File: config.mk
export PLATFORM = sky130hd
export DESIGN_NAME = hpdcache_miss_refill
export DESIGN_NICKNAME = d
export VERILOG_FILES = /design/src/rtl/hpdcache_miss_refill.sv
export SDC_FILE = /design/constraint.sdc
export NUM_CORES = 1
export LEC_CHECK = 0
export CORE_MARGIN = 2
export CORE_UTILIZATION = 55
export DETAILED_ROUTE_END_ITERATION = 6
export PLACE_DENSITY = 0.85
export SYNTH_ARGS = -nofsm -noshare
export SYNTH_HDL_FRONTEND = slang
export SYNTH_SLANG_ARGS = --single-unit
export TNS_END_PERCENT = 5
File: constraint.sdc
create_clock -name clk_i -period 2.64 [get_ports clk_i]
set_clock_uncertainty 0.05 [all_clocks]
set_input_delay 0.528 -clock clk_i [delete_from_list [all_inputs] [get_ports clk_i]]
set_output_delay 0.528 -clock clk_i [all_outputs]
set_load 0.03 [all_outputs]
File: src/rtl/hpdcache_miss_refill.sv
// rtl/hpdcache_miss_refill.sv - collects refill beats into a line, acks the owning MSHR entry and emits the line.
// Optional HPDCACHE_REFILL_ERR_CHECK_EN adds beat/protocol error tracking on refill_error_o.
module hpdcache_miss_refill #(
    parameter int MSHR_SET_WIDTH = 2,
    parameter int MSHR_WAY_WIDTH = 2,
    parameter int BEATS          = 4,
    parameter int BEAT_WIDTH     = 64,
    parameter int TID_WIDTH      = 6
) (
    input  logic                                   clk_i,
    input  logic                                   rst_ni,
    input  logic                                   mem_rsp_valid_i,
    output logic                                   mem_rsp_ready_o,
    input  logic [MSHR_WAY_WIDTH+MSHR_SET_WIDTH-1:0] mem_rsp_id_i,
    input  logic [BEAT_WIDTH-1:0]                  mem_rsp_data_i,
    input  logic                                   mem_rsp_last_i,
    input  logic                                   mem_rsp_error_i,
    output logic                                   mshr_ack_o,
    output logic                                   mshr_ack_cs_o,
    output logic [MSHR_SET_WIDTH-1:0]              mshr_ack_set_o,
    output logic [MSHR_WAY_WIDTH-1:0]              mshr_ack_way_o,
    input  logic [TID_WIDTH-1:0]                   mshr_ack_req_id_i,
    input  logic                                   mshr_ack_need_rsp_i,
    output logic                                   refill_valid_o,
    input  logic                                   refill_ready_i,
    output logic [BEATS*BEAT_WIDTH-1:0]            refill_data_o,
    output logic [TID_WIDTH-1:0]                   refill_req_id_o,
    output logic                                   refill_need_rsp_o,
    output logic                                   refill_error_o,
    output logic                                   busy_o
);

    localparam int CW   = (BEATS > 1) ? $clog2(BEATS) : 1;
    localparam int ID_W = MSHR_WAY_WIDTH + MSHR_SET_WIDTH;

    typedef enum logic [1:0] {COLLECT, ACK, RDATA, EMIT} state_t;

    state_t                       state_q, state_d;
    logic [CW-1:0]                cnt_q;
    logic [BEAT_WIDTH-1:0]        buf_q [BEATS];
    logic [ID_W-1:0]              id_q;
    logic [BEATS*BEAT_WIDTH-1:0]  line_q, line_next;
    logic [TID_WIDTH-1:0]         req_id_q;
    logic                         need_rsp_q;

    logic beat_acc, cnt_full, line_done, handshake;

    assign beat_acc  = mem_rsp_valid_i && (state_q == COLLECT);
    assign cnt_full  = (cnt_q == CW'(BEATS - 1));
    assign line_done = beat_acc && (mem_rsp_last_i || cnt_full);
    assign handshake = (state_q == EMIT) && refill_ready_i;

    always_ff @(posedge clk_i or negedge rst_ni) begin
        if (!rst_ni) state_q <= COLLECT;
        else         state_q <= state_d;
    end

    always_comb begin
        state_d = state_q;
        case (state_q)
            COLLECT: if (line_done) state_d = ACK;
            ACK:     state_d = RDATA;
            RDATA:   state_d = EMIT;
            EMIT:    if (refill_ready_i) state_d = COLLECT;
            default: state_d = COLLECT;
        endcase
    end

    always_comb begin
        mem_rsp_ready_o = (state_q == COLLECT);
        mshr_ack_o      = (state_q == ACK);
        mshr_ack_cs_o   = (state_q == ACK);
        refill_valid_o  = (state_q == EMIT);
    end

    // The completing beat goes straight into the output line; untouched slots are already zero.
    always_comb begin
        line_next = '0;
        for (int k = 0; k < BEATS; k++) begin
            line_next[k*BEAT_WIDTH +: BEAT_WIDTH] = (cnt_q == CW'(k)) ? mem_rsp_data_i : buf_q[k];
        end
    end

    always_ff @(posedge clk_i or negedge rst_ni) begin
        if (!rst_ni) begin
            cnt_q      <= '0;
            id_q       <= '0;
            line_q     <= '0;
            req_id_q   <= '0;
            need_rsp_q <= 1'b0;
            for (int k = 0; k < BEATS; k++) buf_q[k] <= '0;
        end else begin
            if (beat_acc) begin
                if (cnt_q == '0) id_q <= mem_rsp_id_i;
                if (line_done) begin
                    cnt_q  <= '0;
                    line_q <= line_next;
                    for (int k = 0; k < BEATS; k++) buf_q[k] <= '0;
                end else begin
                    cnt_q        <= cnt_q + CW'(1);
                    buf_q[cnt_q] <= mem_rsp_data_i;
                end
            end
            if (state_q == RDATA) begin
                req_id_q   <= mshr_ack_req_id_i;
                need_rsp_q <= mshr_ack_need_rsp_i;
            end
        end
    end

    assign mshr_ack_set_o    = id_q[MSHR_SET_WIDTH-1:0];
    assign mshr_ack_way_o    = id_q[ID_W-1:MSHR_SET_WIDTH];
    assign refill_data_o     = line_q;
    assign refill_req_id_o   = req_id_q;
    assign refill_need_rsp_o = need_rsp_q;
    assign busy_o            = (state_q != COLLECT) || (cnt_q != '0);

`ifdef HPDCACHE_REFILL_ERR_CHECK_EN
    logic err_q;
    logic proto_err;

    // Early last, or a full line without last, both flag a malformed refill.
    assign proto_err = line_done && (mem_rsp_last_i != cnt_full);

    always_ff @(posedge clk_i or negedge rst_ni) begin
        if (!rst_ni)       err_q <= 1'b0;
        else if (handshake) err_q <= 1'b0;
        else if (beat_acc)  err_q <= err_q | mem_rsp_error_i | proto_err;
    end

    assign refill_error_o = err_q;
`else
    logic unused_err;
    assign unused_err     = mem_rsp_error_i ^ handshake;
    assign refill_error_o = 1'b0;
`endif

endmodule

=== Word-level counts from Yosys, hierarchy flattened ===
Index checks and enable logic that the tools add are counted.

* Output and inout port bits: 273
* Register bits after elaboration: 527
* Input port bits: 81

* Add/subtract/negate cells: 1
* Equality and inequality tests: 8
* Order comparisons: 2
* Multiplexer cells: 12
* Bitwise operators: 1
* Reductions and logical operators: 12

{| class="wikitable"
|+ Operator list
! cell !! number
|-
| 64-bit two-way mux || 5
|-
| 256-bit bitwise mux || 1
|-
| 256-bit two-way mux || 1
|-
| 64-bit demux with 2-bit select || 1
|-
| 2-bit == test, second input constant || 4
|-
| 2-bit one-hot mux with 4 select lines || 1
|-
| 2-bit two-way mux || 3
|-
| 2-bit AND reduction || 3
|-
| 2-bit by 1-bit == test with 1-bit output, second input constant || 2
|-
| 2-bit zero test || 2
|-
| 2-bit by 1-bit inequality test with 1-bit output, second input constant || 2
|-
| 2-bit nonzero test || 2
|-
| 3-bit >= comparator, second input constant || 1
|-
| 1-bit logical AND || 3
|-
| 3-bit by 1-bit less-than comparator with 1-bit output, second input constant || 1
|-
| 2-bit inverter with 3-bit output || 1
|-
| 2-bit by 1-bit adder with 2-bit output, second input constant || 1
|-
| 1-bit logical OR || 2
|}

=== Logic depth before layout (Yosys ltp) ===
* Word-level depth: 7
* Mapped depth: 9
* Depth with buffers taken out: 5

=== Worst setup path before layout ===
No wires, ideal clock.

* Path type: register to output
* Start point: register cnt_q[0]
* End point: output busy_o
* Setup slack: 0.577 ns
* Cell stages (with the launch flop): 7
* Data arrival time: 1.485 ns
* Required time: 2.062 ns
* Path buffers: 3
* Path through: dfrtp_1 -> inv_1 -> ha_1 -> buf_2 -> buf_2 -> buf_2 -> nand2_1

* Word-level cells in the longest chain between the ends: 2

{| class="wikitable"
|+ Ends and longest elaborated chain
! what !! RTL line !! text
|-
| start, declared || 39 || <nowiki>logic [CW-1:0] cnt_q;</nowiki>
|-
| start signal, assigned || 100 || <nowiki>cnt_q <= cnt_q + CW'(1);</nowiki>
|-
| 2-bit nonzero test || 116 || <nowiki>assign busy_o = (state_q != COLLECT) || (cnt_q != '0);</nowiki>
|-
| 1-bit logical OR || 116 ||
|-
| end, declared || 30 || <nowiki>output logic busy_o</nowiki>
|}

Every way passes these cells.

=== Worst setup path after layout ===
Same ends and word-level chain as after synthesis.

==> reports/qor.log <==
qor: timing.timing.final.crit_period 2.542 ns
qor: synthesis.post_synth_instance_area 0.02149 sq mm
qor: timing.timing.slew.headroom 0.5642
qor: layout.num-nets-final 2,142
qor: detailed_routing.drt_pre_antenna_iters 6
qor: run_status.run_status finished clean
qor: timing.hold_violations 0
qor: synthesis.synth-seq-cells 527
qor: power_and_ir_drop.power_per_cell_area 1310 mW/mm^2
qor: critical_path.reg2reg_slack 0.28 ns
qor: floorplanning.placement_rows 72
qor: layout.seqCellArea 0.01319 sq mm
qor: clock_network.clockBufferDepth 3
qor: critical_path.critical_path.endpoint busy_o
qor: global_routing.grt_pass1_vias 15.90k
qor: detailed_routing.vias_per_cell 5.798
qor: synthesis.postSynthNetCount 1,824
qor: detailed_routing.routed_wl 55,700 microns
qor: critical_path.worstPathCellList inv_1 > ha_4 > nand2_1 > dlygate4sd2_1
qor: timing.layout_worst_path_cycle_share 0.9629
qor: floorplanning.placeableCoreArea 0.03865 sq mm
qor: timing.fmax 393.4 MHz
qor: clock_network.numCtsBuffers 50
qor: synthesis.yosys_warnings 0
qor: critical_path.slowest_delay 0.47 ns
qor: floorplanning.chipHeight 201.7 microns
qor: clock_network.cts-htree-levels 2
qor: clock_network.clock_tree_from_tritoncts done
qor: synthesis.seq_area_frac_synth 0.6136
qor: synthesis.syn_area_per_cell 12.40 sq um
qor: detailed_routing.met3RoutedLength 4167 microns
qor: synthesis.synth_edf_count 0
qor: critical_path.timing.critical_path.arrival 1.96 ns
qor: critical_path.timing.critical_path.to_type primary output
qor: power_and_ir_drop.power.total 35,680 uW
qor: global_routing.grt_antenna_before_repair 1
qor: critical_path.rr_startpoint cnt_q[0]$_DFFE_PN0P_
qor: critical_path.crit_path_top_delay_cell sky130_fd_sc_hd__dfrtp_1
qor: global_routing.grt_start_max_net_pins 83
qor: job.max-cap-violations 0
qor: synthesis.post_synth_num_cell_types 23
qor: synthesis.synth_cells 1,734
qor: floorplanning.die_area 0.04067 sq mm
qor: detailed_routing.total_routed_wire_length_on_the_met1_layer 22,640 microns
qor: synthesis.asr_flop_ratio_synth 1.000
qor: global_routing.grt_usage 0.2803
qor: critical_path.startpoint cnt_q[0]$_DFFE_PN0P_
qor: detailed_routing.post_drt_wl_per_cell 21.34 microns
qor: floorplanning.ioPinCount 354
qor: global_routing.grt_remaining_overflow 0
qor: detailed_routing.route.antenna.remaining_nets 0
qor: power_and_ir_drop.power.ir.vdd_worst 0.8568 mV
qor: clock_network.clk_lat_worst_skew 0.59 ns
qor: place.place_hpwl 34,280 microns
qor: floorplanning.start_util 0.5561
qor: global_routing.wire_length_of_the_first_global_routing_pass 90,110 microns
qor: place.place.port_buffers 351
qor: detailed_routing.vias 15.13k
qor: clock_network.cts.reportedPaths.clkPinSlew 0.06 ns
qor: critical_path.critPathKind flip-flop to primary output
qor: floorplanning.die_x 201.7 microns
qor: critical_path.setup.worst_path.start_class flip-flop
qor: timing.rsz0062_at_grt false
qor: critical_path.cp.required 2.06 ns
qor: layout.final.fill_count 2,530
qor: layout.drive_gt1_frac 0.07604
qor: timing.finalSetupViolCount 0
qor: clock_network.cts.sink_count 527
qor: clock_network.cts_post_setup_buffers_inserted 0
qor: layout.multiInputGateArea 0.007363 sq mm
qor: layout.area_delta_synth_final 26.70%
qor: timing.worstMarginPinSlew 0.6538 ns
qor: place.globalplace.congestion 0.7967
qor: detailed_routing.detailedRoute.firstIterationViolations 1,143
qor: worst_hold_path.holdCritPathClass primary input to async pin
qor: critical_path.worstRegToRegCells 6
qor: detailed_routing.wl_met2 27,610 microns
qor: power_and_ir_drop.leakage 0.01219 uW
qor: detailed_routing.top_layer met4
qor: detailed_routing.drc 0
qor: critical_path.crit_fanout 4
qor: timing.slew_violations 0
qor: timing.fin_setup_tns 0 ns
qor: critical_path.r2r-end buf_q[207]$_DFFE_PN0P_
qor: clock_network.clock-root-buffer sky130_fd_sc_hd__clkbuf_16
qor: synthesis.dominantRegCellSynth sky130_fd_sc_hd__dfrtp_1
-- synth_stat cells, drive strengths merged, types with 4 or more instances --
cell type	number	area, sq um
inv	4	15.01
and2	68	425.4
dfrtp	527	13190
nand2	260	975.9
clkbuf	29	108.9
mux2i	257	2572
ha	9	112.6
buf	107	874.6
a22o	192	1682
o21ai	262	1345
mux2	12	135.1
-- layout make-up --
class	count	area share
repair buffers	402	0.1545
flip-flops and latches	527	0.4843
diodes	1	0.00009189
multi-input cells	1067	0.2704
clock inverters	18	0.01015
well taps	518	0.02380
clock buffers	73	0.05624
inverters	4	0.0005514
-- sequential cells by signal (all words and copies together) (netlist names) --
register	count
id_q	4
refill_data_o	256
state_q	2
cnt_q	2
refill_req_id_o	6
buf_q	256
refill_need_rsp_o	1
-- cell usage in the layout, fill, tap and decap left out, types with 2 or more instances in the layout --
master	count
sky130_fd_sc_hd__clkbuf_8	13
sky130_fd_sc_hd__buf_12	24
sky130_fd_sc_hd__clkdlybuf4s50_1	346
sky130_fd_sc_hd__o21ai_0	127
sky130_fd_sc_hd__dfrtp_1	527
sky130_fd_sc_hd__nand2_1	260
sky130_fd_sc_hd__inv_1	4
sky130_fd_sc_hd__o21ai_4	3
sky130_fd_sc_hd__clkinvlp_4	3
sky130_fd_sc_hd__mux2i_1	257
sky130_fd_sc_hd__clkinv_2	7
sky130_fd_sc_hd__o21ai_1	132
sky130_fd_sc_hd__and2_1	65
sky130_fd_sc_hd__bufinv_16	7
sky130_fd_sc_hd__buf_4	26
sky130_fd_sc_hd__ha_4	4
sky130_fd_sc_hd__mux2_2	12
sky130_fd_sc_hd__clkbuf_1	7
sky130_fd_sc_hd__and2_2	3
sky130_fd_sc_hd__ha_1	4
sky130_fd_sc_hd__clkbuf_16	53
sky130_fd_sc_hd__dlymetal6s2s_1	2
sky130_fd_sc_hd__dlygate4sd2_1	2
sky130_fd_sc_hd__a22o_1	192
-- per-stage QoR --
stage / hold slack [ns] / instances / instance area (sq um) / utilization / setup WS (ns)
after floorplan: 0.1824 / 1734 / 21490 / - / 0.5772
after global placement: 0.4129 / 2517 / 25410 / 0.6574 / 0.2193
after detailed placement: 0.4201 / 2517 / 25410 / 0.6574 / 0.09951
after CTS: 0.4337 / 2609 / 27220 / 0.7044 / 0.04021
after global routing: 0.4459 / 2610 / 27230 / 0.7046 / 0.02538
final: 0.4249 / 2610 / 27230 / 0.7046 / 0.09789
-- per-layer routing --
metal,up-vias,track usage
li1,6719,-
met1,7802,0.3652
met2,520,0.4658
met3,92,0.07143
met4,0,0.08403
met5,-,0
-- power by group --
group / leakage (uW) / internal (uW) / switching (uW) / total, uW
logic: 0.00421 / 6350 / 8640 / 15000
clock network: 0.000886 / 4700 / 3070 / 7770
registers: 0.00710 / 11000 / 1880 / 12900
total: 0.0122 / 22100 / 13600 / 35700
-- how the worst min path moves through the flow --
stage                                              start                             end  depth (start not counted)  slack [ns]
after floorplan                                   rst_ni            buf_q[0]$_DFFE_PN0P_                          0        0.18
after global placement    refill_data_o[238]$_DFFE_PN0P_  refill_data_o[238]$_DFFE_PN0P_                          2        0.41
after detailed placement           buf_q[29]$_DFFE_PN0P_           buf_q[29]$_DFFE_PN0P_                          1        0.42
after CTS                 refill_data_o[119]$_DFFE_PN0P_  refill_data_o[119]$_DFFE_PN0P_                          2        0.43
after global routing               buf_q[21]$_DFFE_PN0P_           buf_q[21]$_DFFE_PN0P_                          1        0.45
final                                             rst_ni  refill_data_o[148]$_DFFE_PN0P_                          2        0.42
-- critical path, delay by kind of cell, from the launching register on --
kind / cells / cell delay [ns]
adder cells (fa/ha/maj): 1 / 0.22
buffers and inverters: 2 / 0.64
flip-flops: 1 / 0.47
AND/OR/NAND/NOR: 1 / 0.06
-- cells by family after synthesis --
logic type | share of synthesized area
compound gates | 0.1420
simple gates | 0.06654
fa+ha+maj | 0.005239
mux | 0.1260
buf+inv | 0.04645
other cells | 0.0001745
flops | 0.6136
-- what timing repair did --
item / in CTS / in global routing
resized for setup: 3 / 2
endpoints found under the setup margin: 2 / 2
hold endpoints to repair: 54 / 0
hold buffers: 1 / 0
(Power assumes the default switching activity.)
